**src/rtl/alu_pkg.sv**
```systemverilog
// Shared encodings for the ID/EX ALU issue path: ALU op codes, RV32I opcodes and
// funct7 selectors, plus the S-type immediate gather.
package alu_pkg;

    typedef enum logic [3:0] {
        ALU_AND = 4'b0000,
        ALU_OR  = 4'b0001,
        ALU_ADD = 4'b0010,
        ALU_XOR = 4'b0011,
        ALU_SUB = 4'b0110,
        ALU_SLL = 4'b0111,
        ALU_SRL = 4'b1000,
        ALU_SRA = 4'b1001
    } alu_op_t;

    localparam logic [6:0] OP_R      = 7'b0110011;
    localparam logic [6:0] OP_I      = 7'b0010011;
    localparam logic [6:0] OP_LOAD   = 7'b0000011;
    localparam logic [6:0] OP_STORE  = 7'b0100011;
    localparam logic [6:0] OP_LUI    = 7'b0110111;
    localparam logic [6:0] OP_AUIPC  = 7'b0010111;
    localparam logic [6:0] OP_BRANCH = 7'b1100011;

    localparam logic [6:0] F7_BASE = 7'h00;
    localparam logic [6:0] F7_ALT  = 7'h20;

    function automatic logic [11:0] store_imm(input logic [31:0] instr);
        return {instr[31:25], instr[11:7]};
    endfunction

endpackage

```
**src/rtl/alu_ctrl_decode.sv**
```systemverilog
// Combinational RV32I -> ALU decode: picks the op code and both operands, and flags
// anything that cannot be expressed as one of the eight ALU operations.
module alu_ctrl_decode
    import alu_pkg::*;
#(
    parameter int REG_WIDTH = 32
) (
    input  logic [31:0]          instr,
    input  logic [REG_WIDTH-1:0] pc,
    input  logic [REG_WIDTH-1:0] rs1_data,
    input  logic [REG_WIDTH-1:0] rs2_data,
    output logic [REG_WIDTH-1:0] in1,
    output logic [REG_WIDTH-1:0] in2,
    output logic [3:0]           alu_op,
    output logic                 illegal
);

    logic [6:0]           opcode;
    logic [2:0]           funct3;
    logic [6:0]           funct7;
    logic [REG_WIDTH-1:0] i_imm;
    logic [REG_WIDTH-1:0] s_imm;
    logic [REG_WIDTH-1:0] u_imm;
    logic [REG_WIDTH-1:0] shamt;
    logic [11:0]          s_imm_raw;
    logic                 unused_rs_fields;
    alu_op_t              op;

    assign opcode    = instr[6:0];
    assign funct3    = instr[14:12];
    assign funct7    = instr[31:25];
    assign s_imm_raw = store_imm(instr);
    assign i_imm     = {{(REG_WIDTH-12){instr[31]}}, instr[31:20]};
    assign s_imm     = {{(REG_WIDTH-12){s_imm_raw[11]}}, s_imm_raw};
    // Bit 31 is replicated into the extension, so REG_WIDTH == 32 needs no special case.
    assign u_imm     = {{(REG_WIDTH-31){instr[31]}}, instr[30:12], 12'b0};
    assign shamt     = {{(REG_WIDTH-5){1'b0}}, instr[24:20]};
    // Register indices are resolved by the register file before this stage.
    assign unused_rs_fields = ^instr[19:15];

    always_comb begin
        op      = ALU_ADD;
        in1     = '0;
        in2     = '0;
        illegal = 1'b0;
        case (opcode)
            OP_R: begin
                in1 = rs1_data;
                in2 = rs2_data;
                case ({funct7, funct3})
                    {F7_BASE, 3'b000}: op = ALU_ADD;
                    {F7_ALT,  3'b000}: op = ALU_SUB;
                    {F7_BASE, 3'b001}: op = ALU_SLL;
                    {F7_BASE, 3'b100}: op = ALU_XOR;
                    {F7_BASE, 3'b101}: op = ALU_SRL;
                    {F7_ALT,  3'b101}: op = ALU_SRA;
                    {F7_BASE, 3'b110}: op = ALU_OR;
                    {F7_BASE, 3'b111}: op = ALU_AND;
                    default:           illegal = 1'b1;
                endcase
            end
            OP_I: begin
                in1 = rs1_data;
                in2 = i_imm;
                case (funct3)
                    3'b000: op = ALU_ADD;
                    3'b100: op = ALU_XOR;
                    3'b110: op = ALU_OR;
                    3'b111: op = ALU_AND;
                    3'b001: begin
                        in2 = shamt;
                        if (funct7 == F7_BASE) op = ALU_SLL;
                        else                   illegal = 1'b1;
                    end
                    3'b101: begin
                        in2 = shamt;
                        if (funct7 == F7_BASE)     op = ALU_SRL;
                        else if (funct7 == F7_ALT) op = ALU_SRA;
                        else                       illegal = 1'b1;
                    end
                    default: illegal = 1'b1;
                endcase
            end
            OP_LOAD: begin
                in1 = rs1_data;
                in2 = i_imm;
            end
            OP_STORE: begin
                in1 = rs1_data;
                in2 = s_imm;
            end
            OP_LUI: begin
                in2 = u_imm;
            end
            OP_AUIPC: begin
                in1 = pc;
                in2 = u_imm;
            end
            OP_BRANCH: begin
                op  = ALU_SUB;
                in1 = rs1_data;
                in2 = rs2_data;
            end
            default: illegal = 1'b1;
        endcase
        // Illegal words always leave with a clean, recognisable payload.
        if (illegal) begin
            op  = ALU_ADD;
            in1 = '0;
            in2 = '0;
        end
    end

    assign alu_op = op;

endmodule

```
**src/rtl/alu_issue.sv**
```systemverilog
// ID/EX issue stage: decodes an instruction and presents registered ALU operands
// through a main/skid register pair with valid/ready on both sides and flush.
module alu_issue
    import alu_pkg::*;
#(
    parameter int REG_WIDTH = 32
) (
    input  logic                 clk,
    input  logic                 reset_n,
    input  logic                 in_valid,
    output logic                 in_ready,
    input  logic [31:0]          instr,
    input  logic [REG_WIDTH-1:0] pc,
    input  logic [REG_WIDTH-1:0] rs1_data,
    input  logic [REG_WIDTH-1:0] rs2_data,
    input  logic                 flush,
    output logic                 out_valid,
    input  logic                 out_ready,
    output logic [REG_WIDTH-1:0] in1,
    output logic [REG_WIDTH-1:0] in2,
    output logic [3:0]           alu_control,
    output logic                 illegal
);

    logic [REG_WIDTH-1:0] dec_in1;
    logic [REG_WIDTH-1:0] dec_in2;
    logic [3:0]           dec_op;
    logic                 dec_illegal;

    logic                 main_valid_reg, main_valid_next;
    logic [REG_WIDTH-1:0] main_in1_reg, main_in1_next;
    logic [REG_WIDTH-1:0] main_in2_reg, main_in2_next;
    logic [3:0]           main_op_reg, main_op_next;
    logic                 main_illegal_reg, main_illegal_next;

    logic                 skid_valid_reg, skid_valid_next;
    logic [REG_WIDTH-1:0] skid_in1_reg, skid_in1_next;
    logic [REG_WIDTH-1:0] skid_in2_reg, skid_in2_next;
    logic [3:0]           skid_op_reg, skid_op_next;
    logic                 skid_illegal_reg, skid_illegal_next;

    logic                 accept;
    logic                 drain;

    alu_ctrl_decode #(
        .REG_WIDTH (REG_WIDTH)
    ) u_decode (
        .instr    (instr),
        .pc       (pc),
        .rs1_data (rs1_data),
        .rs2_data (rs2_data),
        .in1      (dec_in1),
        .in2      (dec_in2),
        .alu_op   (dec_op),
        .illegal  (dec_illegal)
    );

    // Ready depends only on state, so out_ready never reaches in_ready combinationally.
    assign in_ready = reset_n & ~skid_valid_reg;
    assign accept   = in_valid & in_ready & ~flush;
    assign drain    = main_valid_reg & out_ready;

    always_comb begin
        main_valid_next   = main_valid_reg;
        main_in1_next     = main_in1_reg;
        main_in2_next     = main_in2_reg;
        main_op_next      = main_op_reg;
        main_illegal_next = main_illegal_reg;
        skid_valid_next   = skid_valid_reg;
        skid_in1_next     = skid_in1_reg;
        skid_in2_next     = skid_in2_reg;
        skid_op_next      = skid_op_reg;
        skid_illegal_next = skid_illegal_reg;

        if (flush) begin
            main_valid_next = 1'b0;
            skid_valid_next = 1'b0;
        end else if (!main_valid_reg || drain) begin
            // Main is free this cycle: the older skid entry goes first, else the new one.
            if (skid_valid_reg) begin
                main_valid_next   = 1'b1;
                main_in1_next     = skid_in1_reg;
                main_in2_next     = skid_in2_reg;
                main_op_next      = skid_op_reg;
                main_illegal_next = skid_illegal_reg;
                skid_valid_next   = 1'b0;
            end else if (accept) begin
                main_valid_next   = 1'b1;
                main_in1_next     = dec_in1;
                main_in2_next     = dec_in2;
                main_op_next      = dec_op;
                main_illegal_next = dec_illegal;
            end else begin
                main_valid_next   = 1'b0;
            end
        end else if (accept) begin
            skid_valid_next   = 1'b1;
            skid_in1_next     = dec_in1;
            skid_in2_next     = dec_in2;
            skid_op_next      = dec_op;
            skid_illegal_next = dec_illegal;
        end
    end

    always_ff @(posedge clk) begin
        if (!reset_n) begin
            main_valid_reg   <= 1'b0;
            main_in1_reg     <= '0;
            main_in2_reg     <= '0;
            main_op_reg      <= ALU_ADD;
            main_illegal_reg <= 1'b0;
            skid_valid_reg   <= 1'b0;
            skid_in1_reg     <= '0;
            skid_in2_reg     <= '0;
            skid_op_reg      <= ALU_ADD;
            skid_illegal_reg <= 1'b0;
        end else begin
            main_valid_reg   <= main_valid_next;
            main_in1_reg     <= main_in1_next;
            main_in2_reg     <= main_in2_next;
            main_op_reg      <= main_op_next;
            main_illegal_reg <= main_illegal_next;
            skid_valid_reg   <= skid_valid_next;
            skid_in1_reg     <= skid_in1_next;
            skid_in2_reg     <= skid_in2_next;
            skid_op_reg      <= skid_op_next;
            skid_illegal_reg <= skid_illegal_next;
        end
    end

    assign out_valid   = main_valid_reg;
    assign in1         = main_in1_reg;
    assign in2         = main_in2_reg;
    assign alu_control = main_op_reg;
    assign illegal     = main_illegal_reg;

endmodule
```
**config.mk**
```make
export PLATFORM = sky130hd
export DESIGN_NAME = alu_issue
export DESIGN_NICKNAME = d
export VERILOG_FILES = /design/src/rtl/alu_pkg.sv /design/src/rtl/alu_ctrl_decode.sv /design/src/rtl/alu_issue.sv
export SDC_FILE = /design/constraint.sdc
export NUM_CORES = 1
export LEC_CHECK = 0
export CAP_MARGIN = 20
export CORE_MARGIN = 10
export CORE_UTILIZATION = 36
export CTS_CLUSTER_DIAMETER = 80
export DETAILED_ROUTE_END_ITERATION = 16
export PLACE_DENSITY = 0.7
export SLEW_MARGIN = 5
export SYNTH_ARGS = -nofsm -noshare
export SYNTH_HDL_FRONTEND = slang
export SYNTH_HIERARCHICAL = 1
export SYNTH_SLANG_ARGS = --single-unit
```
**constraint.sdc**
```tcl
create_clock -name clk -period 5.65 [get_ports clk]
set_input_delay 1.13 -clock clk [delete_from_list [all_inputs] [get_ports clk]]
set_output_delay 1.13 -clock clk [all_outputs]
set_load 0.01 [all_outputs]
```
**Word level (Yosys, flattened, before mapping)**

Index checks and enable logic that the tools add are counted.

- Equal/unequal tests: 20
- Bitwise operators: 8
- Reduce and logical (&&, ||, !) cells: 17
- Mux-type cells: 28

Operators by type and width:

| kind | number |
|---|---|
| $mux 32 | 7 |
| $pmux 32 s5 | 1 |
| $pmux 32 s2 | 1 |
| $eq 10x3->1 const B | 4 |
| $eq 7x6->1 const B | 4 |
| $pmux 4 s7 | 1 |
| $eq 10x9->1 const B | 2 |
| $mux 4 | 5 |
| $pmux 4 s5 | 1 |
| $eq 7x5->1 const B | 2 |
| $eq 3x3->1 const B | 4 |
| $pmux 4 s3 | 1 |
| $eq 10x1->1 const B | 1 |
| $logic_not 10->1 | 1 |
| $reduce_or 5->1 | 2 |
| $mux 1 | 8 |
| $reduce_or 2->1 | 4 |
| $reduce_or 8->1 | 1 |
| $eq 7x2->1 const B | 1 |
| $eq 7x7->1 const B | 1 |
| $logic_not 7->1 | 1 |
| $pmux 1 s3 | 2 |
| $reduce_and 3->1 | 2 |
| $and 1x1->1 | 4 |
| 9 further kinds | 12 |

- Logic and storage cells: 83
- Input port bits: 133
- Register bits: 140
- Output and inout port bits: 71

**Longest topological paths before layout**

- Depth in word-level cells: 8
- Gate-level depth with buffers: 10
- Gate-level depth less buffers: 7

**By module**

The synthesis kept the hierarchy.

By module, submodules not included:

| module | area an instance (um^2) | instances | cells an instance | seq. area each (um^2) |
|---|---|---|---|---|
| alu_issue | 6093.3 | 1 | 696 | 2802.7 |
| alu_ctrl_decode | 1223.7 | 1 | 209 | 0.0 |

**Worst setup path after synthesis**

No wires, ideal clock.

- Path kind: in2out
- Start point: input port reset_n
- End point: output port in_ready
- Setup slack: 2.457 ns
- Data arrival time: 2.063 ns
- Data required time: 4.520 ns
- Path buffers: 3
- Stages: 4
- Cells stage by stage: buf_2 clkbuf_1 clkbuf_1 nor2b_1

- Longest elaborated chain between the ends: 1

RTL lines:

| what | line | text |
|---|---|---|
| from (decl) | alu_issue.sv:9 | `input logic reset_n,` |
| $and 1x1->1 | alu_issue.sv:59 | `assign in_ready = reset_n & ~skid_valid_reg;` |
| to (decl) | alu_issue.sv:11 | `output logic in_ready,` |

No other way between the ends.

**Worst setup path in the final report**

- Start point: input port instr[3]
- End point: register main_in2_reg[23], in the netlist in2[23]

- Longest elaborated chain between the ends: 6
- Elaborated cells between the ends (all ways): 15
- Classes of those cells: eq/ne (7); mux (5); reduce/logical (3)

RTL lines:

| what | line | text |
|---|---|---|
| from (decl) | alu_issue.sv:12 | `input logic [31:0] instr,` |
| $eq 7x2->1, or another cell as far along | alu_ctrl_decode.sv:46 | `case (opcode)` |
| $reduce_or 5->1 (no source line) or $reduce_or 2->1 (tied branches) | -- |  |
| $pmux 1 s3 or $pmux 32 s5 (tied branches) | alu_ctrl_decode.sv:46 |  |
| $mux 32 (*) | alu_ctrl_decode.sv:107 | `if (illegal) begin` |
| net dec_in2[23] | alu_issue.sv:26 | `logic [REG_WIDTH-1:0] dec_in2;` |
| $mux 32 (*) | alu_issue.sv:87 | `end else if (accept) begin` |
| $mux 32 (*) | alu_issue.sv:80 | `if (skid_valid_reg) begin` |
| to (signal assigned) | alu_issue.sv:120 | `main_in2_reg <= main_in2_next;` |
| to (decl) | alu_issue.sv:32 | `logic [REG_WIDTH-1:0] main_in2_reg, main_in2_next;` |

The timed path passes the listed nets; every way through them passes the cells marked *. The select of a mux whose other input is x is not followed.
A chain may end at the register's enable or synchronous reset.

==> run_results.csv <==
group,metric,value,unit
setup_path,cp.arrival,4.15,ns
grt,overflow,0,
synthesis,netlist_instances,905,
timing,hold_violations,0,
routing,vias,6959,
grt,grt_pass1_wl,37.2,mm
synthesis,synth-main-ff-cell,"dfxtp_1",
synthesis,yosys.area.top_type,"dfxtp_1",
worst_hold_path,hold_depth,2,
clocking,worst_setup_hold_path_clk_slew,0.06,ns
setup_path,crit_type,"in -> reg",
timing,tightest_slew,1.06,ns
timing,max_freq,264,MHz
power_and_ir_drop,max-vdd-ir-drop,0.206,mV
routing,wl_per_cell,17.5,um
power_and_ir_drop,clkPwrFrac,0.469,
finish,fill_cells,1917,
timing,slew-limit-headroom,0.290,
floorplanning,die_area,0.0264,mm2
floorplanning,die-width,163,um
floorplanning,core_area,0.0201,mm2
worst_hold_path,hp-class,"reg -> reg",
floorplanning,row_count,52,
grt,grt_pass1_vias,6964,
power_and_ir_drop,leakagePower,3.81,nW
clocking,clock_sinks,140,
routing,post-route-drc-count,0,
synthesis,synth-seq-cells,140,
synthesis,syn_area,0.00732,mm2
synthesis,yosys.cell_count.top_type,"nand2_1",
setup_path,start_kind,"input pin",
power_and_ir_drop,power_frac_comb,0.096,
power_and_ir_drop,p_total,2.28,mW
synthesis,synth_top_area_share,0.383,
run,max-cap-violations,0,
setup_path,worstRegToRegCells,4,
finish,antenna_cells,0,
clocking,ctsResizeCount,0,
power_and_ir_drop,switching_share,0.245,
power_and_ir_drop,p_per_area,227,mW/mm2
routing,first_iter_violations,430,
floorplanning,die_h,163,um
clocking,insertion_delay,0.42,ns
timing,rsz0062_at_grt,"no",
power_and_ir_drop,seq_power_share,0.435,
timing,drv_slew,0,
timing,fin_crit_sh,0.671,
setup_path,cp.required,6.00,ns
power_and_ir_drop,switchingPower,558,uW
power_and_ir_drop,p_int,1.72,mW
floorplanning,ioPinCount,204,
finish,areaGrowthSynthToFinish,37.3,%
timing,fin_ws,1.86,ns
placement,port_buffers,203,
clocking,cts.htree.levels,4,
routing,avgViaCountPerCell,5.21,
floorplanning,start_util,0.364,
synthesis,ys_async_sr_fraction,0,
setup_path,critPathMaxFanout,21,
synthesis,yosys-top-cells-area,"dfxtp_1 38%, nand2_1 11%, mux2_2 11%",
placement,hpwlAfterDp,15.9,mm
synthesis,synth-seq-area-share,0.383,
clocking,cts_buffers,17,
routing,routed_wl,23.4,mm
placement,post-place-ws,1.59,ns
synthesis,synth_nets,1038,
timing,tns,0,ns
timing,setup_viol,0,
synthesis,syn_avg_cell_area,8.09,um2
finish,drive_above_1_share,0.118,
synthesis,synth-edff-count,0,
routing,dr.pass1.iters,5,
outcome,run_status,"completed",
synthesis,yosysWarnings,6,
clocking,cts_root_buffer,"clkbuf_16",
clocking,clk_path_buf_depth,2,
clocking,postCtsHoldBufs,0,
synthesis,synth.distinct_cells,42,
timing,finalCriticalPeriod,3.79,ns
setup_path,endpoint_kind,"flop",
placement,gp_congestion,0.865,
routing,ant_nets,0,
grt,grt_max_degree,91,
grt,antenna_found_initial,0,
timing,clock_skew,0.0131,ns
clocking,cts_tree,"yes",
synthesis,synth_common_cells,"208 x nand2_1, 140 x dfxtp_1, 69 x mux2_2, 69 x mux2i_1, 67 x clkbuf_1",
grt,grt_usage,0.172,
finish,nNetsFinal,1185,
clocking,post-cts-setup-buffer-count,0,
-- power groups by stage --
stage / sequential [mW] / combinational [mW] / clock (mW)
6_report: 0.992 / 0.219 / 1.07
5_1_grt: 0.992 / 0.235 / 1.13
4_1_cts: 0.992 / 0.219 / 1.09
3_5_place_dp: 1.01 / 0.218 / 0
3_3_place_gp: 1.01 / 0.216 / 0
2_1_floorplan: 1.01 / 0.0903 / 0
-- final cells by class --
cell class              count  area (um2)  area share
well taps                 270         338      0.0336
repair buffers            215        2140       0.213
multi-input cells         676        4190       0.417
inverters                   2        7.51    0.000747
clock buffers              21         482      0.0479
flip-flops and latches    140        2810       0.279
clock inverters            11        85.1     0.00847
-- cell usage in the layout, fill, tap and decap left out, types with 8 or more instances in the layout --
cell type / instances
mux2i_1: 69
o21ai_1: 8
a21oi_1: 29
a22oi_1: 52
dfxtp_1: 139
nand2_1: 208
o21ai_0: 62
clkbuf_16: 18
buf_4: 11
clkdlybuf4s50_1: 202
nand3_1: 66
nor2b_1: 12
nor2_1: 47
mux2_2: 69
-- path summary, 6_finish.rpt --
| check | to | slack (ns) | start |
|---|---|---|---|
| hold reg to reg | skid_in1_reg[28] | 0.45 | skid_in1_reg[28] |
| hold / removal | skid_in1_reg[28] | 0.45 | skid_in1_reg[28] |
| setup / recovery | in2[23] | 1.86 | instr[3] |
| setup reg to reg | in2[8] | 3.01 | skid_valid_reg |
-- worst max-delay path, stage by stage --
cell and delay (ns):
clkdlybuf4s50_1 0.49, nand4bb_1 0.33, nor2_1 0.46, nand3_1 0.76, a21oi_1 0.55, mux2_2 0.22, nand2_1 0.05, mux2i_1 0.15
-- stage by stage --
step                      hold slack [ns]  utilization  instance area (um2)  cells
after floorplan                     0.425            -                 7320    905
after global placement              0.433        0.470                 9450   1302
after detailed placement            0.438        0.472                 9480   1303
after CTS                           0.447        0.500                10000   1335
after global routing                0.476        0.500                10000   1335
final                               0.447        0.500                10000   1335
-- cells by family (layout without fill, tap and decap cells) --
group,after synthesis,in the layout,share of synthesized area
XOR/XNOR,2,2,0.00239
buffers and inverters,89,249,0.0520
AO/OA/AOI/OAI,174,174,0.147
AND/OR/NAND/NOR,362,362,0.215
flip-flops,140,140,0.383
multiplexers,138,138,0.201
-- per-layer routing --
metal / vias up / GRT usage / share of wire
met5: - / 0 / 0
met3: 24 / 0.0432 / 0.057
li1: 3459 / - / -
met2: 169 / 0.291 / 0.49
met4: 0 / 0.0619 / 0.022
met1: 3307 / 0.208 / 0.44
Power figures use the tool's default switching activity.
